===== config.mk =====
export PLATFORM = sky130hd
export DESIGN_NAME = chess_turn_controller
export DESIGN_NICKNAME = d
export VERILOG_FILES = /design/src/rtl/chess_turn_controller.sv
export SDC_FILE = /design/constraint.sdc
export NUM_CORES = 1
export LEC_CHECK = 0
export ABC_AREA = 1
export CORE_MARGIN = 2
export CORE_UTILIZATION = 56
export DETAILED_ROUTE_END_ITERATION = 8
export GPL_TIMING_DRIVEN = 0
export PLACE_DENSITY = 0.83
export RECOVER_POWER = 50
export SYNTH_ARGS = -nofsm -noshare
export SYNTH_HDL_FRONTEND = slang
export SYNTH_SLANG_ARGS = --single-unit

===== constraint.sdc =====
create_clock -name OutClock -period 2.15 [get_ports OutClock]
set_clock_uncertainty 0.05 [all_clocks]
set_input_delay 0.43 -clock OutClock [delete_from_list [all_inputs] [get_ports OutClock]]
set_output_delay 0.43 -clock OutClock [all_outputs]
set_load 0.05 [all_outputs]

===== src/rtl/chess_turn_controller.sv =====
// rtl/chess_turn_controller.sv - chess clock turn, pause and game-over controller
module chess_turn_controller #(
  parameter int SYNC_STAGES = 2,
  parameter int MOVE_W      = 8,
  parameter int INC_EN      = 1
) (
  input  logic              OutClock,
  input  logic              reset,
  input  logic              StartPause,
  input  logic              WhiteMove,
  input  logic              BlackMove,
  input  logic              WhiteTimeout,
  input  logic              BlackTimeout,
  output logic              WhiteFlag,
  output logic              BlackFlag,
  output logic              TimerReset,
  output logic              IncWhite,
  output logic              IncBlack,
  output logic              GameOver,
  output logic [1:0]        Winner,
  output logic [MOVE_W-1:0] MoveCount,
  output logic [2:0]        State
);

  typedef enum logic [2:0] {
    S_IDLE      = 3'd0,
    S_WHITE_RUN = 3'd1,
    S_BLACK_RUN = 3'd2,
    S_PAUSED    = 3'd3,
    S_GAME_OVER = 3'd4
  } state_t;

  localparam logic [1:0]        WIN_NONE  = 2'b00;
  localparam logic [1:0]        WIN_WHITE = 2'b01;
  localparam logic [1:0]        WIN_BLACK = 2'b10;
  localparam logic [MOVE_W-1:0] CNT_MAX   = '1;
  localparam logic              INC_ON    = (INC_EN != 0);

  // Button lanes: bit 0 StartPause, bit 1 WhiteMove, bit 2 BlackMove.
  logic [2:0]        r_sync [SYNC_STAGES];
  logic [2:0]        r_prev;
  logic [2:0]        r_evt;
  logic [2:0]        w_btn;
  logic [2:0]        w_sync_last;
  logic              w_ev_sp;
  logic              w_ev_wm;
  logic              w_ev_bm;
  logic [MOVE_W-1:0] w_count_next;

  state_t            r_state;
  logic              r_saved_black;
  logic              r_white_flag;
  logic              r_black_flag;
  logic              r_game_over;
  logic              r_timer_reset;
  logic              r_inc_white;
  logic              r_inc_black;
  logic [1:0]        r_winner;
  logic [MOVE_W-1:0] r_count;

  assign w_btn       = {BlackMove, WhiteMove, StartPause};
  assign w_sync_last = r_sync[SYNC_STAGES-1];
  assign w_ev_sp     = r_evt[0];
  assign w_ev_wm     = r_evt[1];
  assign w_ev_bm     = r_evt[2];

  // Saturating half-move count; it never wraps back to zero.
  assign w_count_next = (r_count == CNT_MAX) ? r_count : r_count + MOVE_W'(1);

  // Synchronize the raw buttons and register a one-cycle rising-edge event.
  // Everything resets high so a button held through reset release is
  // treated as already pressed and produces no event.
  always_ff @(posedge OutClock or posedge reset) begin
    if (reset) begin
      for (int i = 0; i < SYNC_STAGES; i++) begin
        r_sync[i] <= '1;
      end
      r_prev <= '1;
      r_evt  <= '0;
    end else begin
      r_sync[0] <= w_btn;
      for (int i = 1; i < SYNC_STAGES; i++) begin
        r_sync[i] <= r_sync[i-1];
      end
      r_prev <= w_sync_last;
      r_evt  <= w_sync_last & ~r_prev;
    end
  end

  // Turn FSM with all outputs registered alongside the state they belong to.
  always_ff @(posedge OutClock or posedge reset) begin
    if (reset) begin
      r_state       <= S_IDLE;
      r_saved_black <= 1'b0;
      r_white_flag  <= 1'b0;
      r_black_flag  <= 1'b0;
      r_game_over   <= 1'b0;
      r_timer_reset <= 1'b0;
      r_inc_white   <= 1'b0;
      r_inc_black   <= 1'b0;
      r_winner      <= WIN_NONE;
      r_count       <= '0;
    end else begin
      r_timer_reset <= 1'b0;
      r_inc_white   <= 1'b0;
      r_inc_black   <= 1'b0;
      case (r_state)
        S_IDLE: begin
          if (w_ev_sp) begin
            r_state      <= S_WHITE_RUN;
            r_white_flag <= 1'b1;
          end
        end
        S_WHITE_RUN: begin
          // A flag fall outranks a move landing in the same cycle.
          if (WhiteTimeout) begin
            r_state      <= S_GAME_OVER;
            r_white_flag <= 1'b0;
            r_game_over  <= 1'b1;
            r_winner     <= WIN_BLACK;
          end else if (w_ev_wm) begin
            r_state      <= S_BLACK_RUN;
            r_white_flag <= 1'b0;
            r_black_flag <= 1'b1;
            r_count      <= w_count_next;
            r_inc_white  <= INC_ON;
          end else if (w_ev_sp) begin
            r_state       <= S_PAUSED;
            r_white_flag  <= 1'b0;
            r_saved_black <= 1'b0;
          end
        end
        S_BLACK_RUN: begin
          if (BlackTimeout) begin
            r_state      <= S_GAME_OVER;
            r_black_flag <= 1'b0;
            r_game_over  <= 1'b1;
            r_winner     <= WIN_WHITE;
          end else if (w_ev_bm) begin
            r_state      <= S_WHITE_RUN;
            r_black_flag <= 1'b0;
            r_white_flag <= 1'b1;
            r_count      <= w_count_next;
            r_inc_black  <= INC_ON;
          end else if (w_ev_sp) begin
            r_state       <= S_PAUSED;
            r_black_flag  <= 1'b0;
            r_saved_black <= 1'b1;
          end
        end
        S_PAUSED: begin
          if (w_ev_sp) begin
            if (r_saved_black) begin
              r_state      <= S_BLACK_RUN;
              r_black_flag <= 1'b1;
            end else begin
              r_state      <= S_WHITE_RUN;
              r_white_flag <= 1'b1;
            end
          end
        end
        S_GAME_OVER: begin
          if (w_ev_sp) begin
            r_state       <= S_IDLE;
            r_game_over   <= 1'b0;
            r_winner      <= WIN_NONE;
            r_count       <= '0;
            r_timer_reset <= 1'b1;
          end
        end
        default: begin
          r_state      <= S_IDLE;
          r_white_flag <= 1'b0;
          r_black_flag <= 1'b0;
          r_game_over  <= 1'b0;
          r_winner     <= WIN_NONE;
        end
      endcase
    end
  end

  assign State      = r_state;
  assign WhiteFlag  = r_white_flag;
  assign BlackFlag  = r_black_flag;
  assign GameOver   = r_game_over;
  assign Winner     = r_winner;
  assign MoveCount  = r_count;
  assign IncWhite   = r_inc_white;
  assign IncBlack   = r_inc_black;
  // Timers are held in reset for as long as the controller is.
  assign TimerReset = r_timer_reset | reset;

endmodule


==> qor.yml <==
synth:
  synth_top_area_share_pct: 36.0
  yosys.area.top_type: "dfrtp_1"
  syn_inst: 196
  yosys_warnings: 0
  yosys.cell_types.count: 26
  syn_area_per_cell_um2: 8.16
  synthTopCellsByArea: "dfrtp_1 36%, nand2_1 15%, dfstp_2 15%"
  ys_ff_latch: 32
  synth_area_mm2: 0.00160
  yosysSeqAreaShare_pct: 50.8
  syn_nets: 204
finish:
  antennaDiodeCount: 0
  syn2layout_area_growth_pct: 19.8
  finish.utilization_pct: 70.1
  fillers: 226
  drive_gt1_share_pct: 11.8
  nNetsFinal: 236
placed_design:
  gp_congestion: 0.878
  dp_hpwl_mm: 2.48
  port_buffers: 25
drt:
  drtAntennaViolNets: 0
  post_drt_wl_per_cell_um: 13.5
  dr.pass1.iters: 7
  drt-total-wl_mm: 3.52
  num_vias: 1399
  drtIter0Drc: 58
  viasPerCell: 5.38
  route.detailed.drc: 0
floorplan:
  pin_count: 26
  core_mm2: 0.00273
  die_h_um: 57.4
  start_util_pct: 58.5
  dieArea_mm2: 0.00330
  row_count: 19
  dieWidth_um: 57.4
pwr:
  power_mw: 2.56
  vdd_drop_max_mv: 1.02
  pwr_density_cell_mw_per_mm2: 1340
  leakage_nw: 1.02
global_route:
  first_global_vias: 1415
  grt_antenna_before_repair: 0
  grt_overflow: 0
  grt_pass1_wl_mm: 6.15
  grt_max_degree: 33
  grt.total_usage_pct: 24.5
run_status:
  status: "complete, no violations"
worst_setup_path:
  required_ns: 1.67
  slowest_stage: "clkdlybuf4s50_1"
  path_buf_inv: 1
  path_max_fanout: 6
  cp-start-kind: "flip-flop"
  r2r-end: "MoveCount[1]"
  crit_cells: 1
  worstPathCellList: "clkdlybuf4s50_1"
  ff2ff_setup_slack_ns: 0.15
  rr_startpoint: "State[2]"
  slowest_delay_ns: 0.84
  arrival_ns: 1.63
  crit_end: "MoveCount[3]"
  critPathKind: "flip-flop to output pin"
  cpLargestDelayFamily: "buffers and inverters"
  setup.worst_path.end_class: "output pin"
  worstSetupStartpoint: "MoveCount[3]"
  rr_worst_depth: 8
timing:
  hold_violations: 0
  worstMarginPinSlew_ns: 1.16
  setup_viol: 0
  hold_slack_ns: 0.314
  period_needed_ns: 2.11
  max-slew-margin-rel_pct: 22.7
  rsz0062_at_grt: "false"
  min_period_over_period_pct: 98.0
  fmax_mhz: 475
  maxSlewViolCount: 0
cts:
  clk_pin_slew_ns: 0.11
  clock-sinks: 32
  cts_setup_buffers: 0
  clockBufferDepth: 2
  cts.hold.buffers_added: 0
  root_buffer: "clkbuf_4"
  cts_tree: "built"
  clock_latency_ns: 0.35
  htreeDepth: 2
  cts_buffers: 5
flow_run:
  cap_viol_max_count: 0
worst_hold_path:
  hold_class: "flip-flop to flip-flop"
==> cells in the mapped netlist (all sizes together) <==
cell and number:
a21oi 5, ha 1, nand3 20, nand3b 2, clkinv 1, nor2 31
nand2 72, o21ai 3, dfstp 9, a31oi 1, or2 1, buf 1
inv 21, dfrtp 23, nand4 1, o2111ai 1, nor3 3
==> stage by stage <==
step / cells / cell area (um2) / setup TNS [ns] / worst slack (ns)
floorplan: 196 / 1600 / 0 / 0.419
global placement: 252 / 1890 / -0.157 / -0.157
detailed placement: 252 / 1890 / -0.165 / -0.165
CTS: 260 / 1950 / 0 / 0.00134
global route: 260 / 1920 / 0 / 0.00849
finish: 260 / 1920 / 0 / 0.0438
==> what timing repair did <==
item,in CTS,in global routing
gates resized for setup,3,2
cloned,0,0
setup endpoints to repair,3,2
==> how the worst min path moves through the flow <==
stage	endpoint	cells after the start	from
6_report	w_sync_last[0]	0	r_sync[3]
5_1_grt	w_sync_last[0]	0	r_sync[3]
4_1_cts	w_sync_last[0]	0	r_sync[3]
3_5_place_dp	w_sync_last[1]	0	r_sync[4]
3_3_place_gp	w_sync_last[2]	0	r_sync[5]
2_1_floorplan	w_sync_last[0]	0	r_sync[3]
==> flip-flops by register name (all words and copies together) (netlist names), 2 cells and up <==
name / flops
MoveCount: 8
State: 3
Winner: 2
r_evt: 3
r_prev: 3
r_sync: 3
w_sync_last: 3
==> metal layers <==
layer	up-vias	part of all wire [%]	global-route usage, %	wire [um]
li1	675	-	-	-
met1	681	43	30.9	1510
met2	37	51	39.9	1780
met3	6	4.7	6.80	165
met4	0	1.5	9.97	53
met5	-	0	0	0
==> area by class of cell <==
cell class / count / area (um2) / share of cell area [%]
Buffer: 1 / 3.75 / 0.196
Clock inverter: 3 / 23.8 / 1.24
Timing Repair Buffer: 25 / 251 / 13.1
Multi-Input combinational cell: 141 / 666 / 34.7
Inverter: 22 / 82.6 / 4.31
Tap cell: 31 / 38.8 / 2.02
Clock buffer: 5 / 37.5 / 1.96
Sequential cell: 32 / 812 / 42.4
==> cell usage in the layout, fill, tap and decap left out, types with 2 or more instances in the layout <==
master and n:
nand2_1 67, nor2_1 28, dfrtp_1 23, inv_1 20, nand3_1 19, clkdlybuf4s50_1 17
dfstp_2 7, a21oi_1 5, clkbuf_4 5, nor3_1 3, dlygate4sd3_1 3, dlygate4sd2_1 3
nor2_2 2, nand2_4 2, nand2_2 2, o21ai_1 2, nand3b_1 2, clkinvlp_4 2
dlymetal6s2s_1 2, dfstp_1 2
==> power breakdown <==
part | total (mW) | internal (mW) | switching [mW]
logic | 1.37 | 0.421 | 0.951
clock network | 0.356 | 0.128 | 0.228
registers | 0.833 | 0.723 | 0.110
==> cells by family (layout without fill, tap and decap cells) <==
kind of cell,count (synthesis),in the layout,synth area share (%)
buf+inv,23,56,5.87
compound gates,10,10,3.44
flops,32,32,50.8
fa+ha+maj,1,1,0.782
simple gates,130,130,39.1
(Power assumes the default switching activity.)
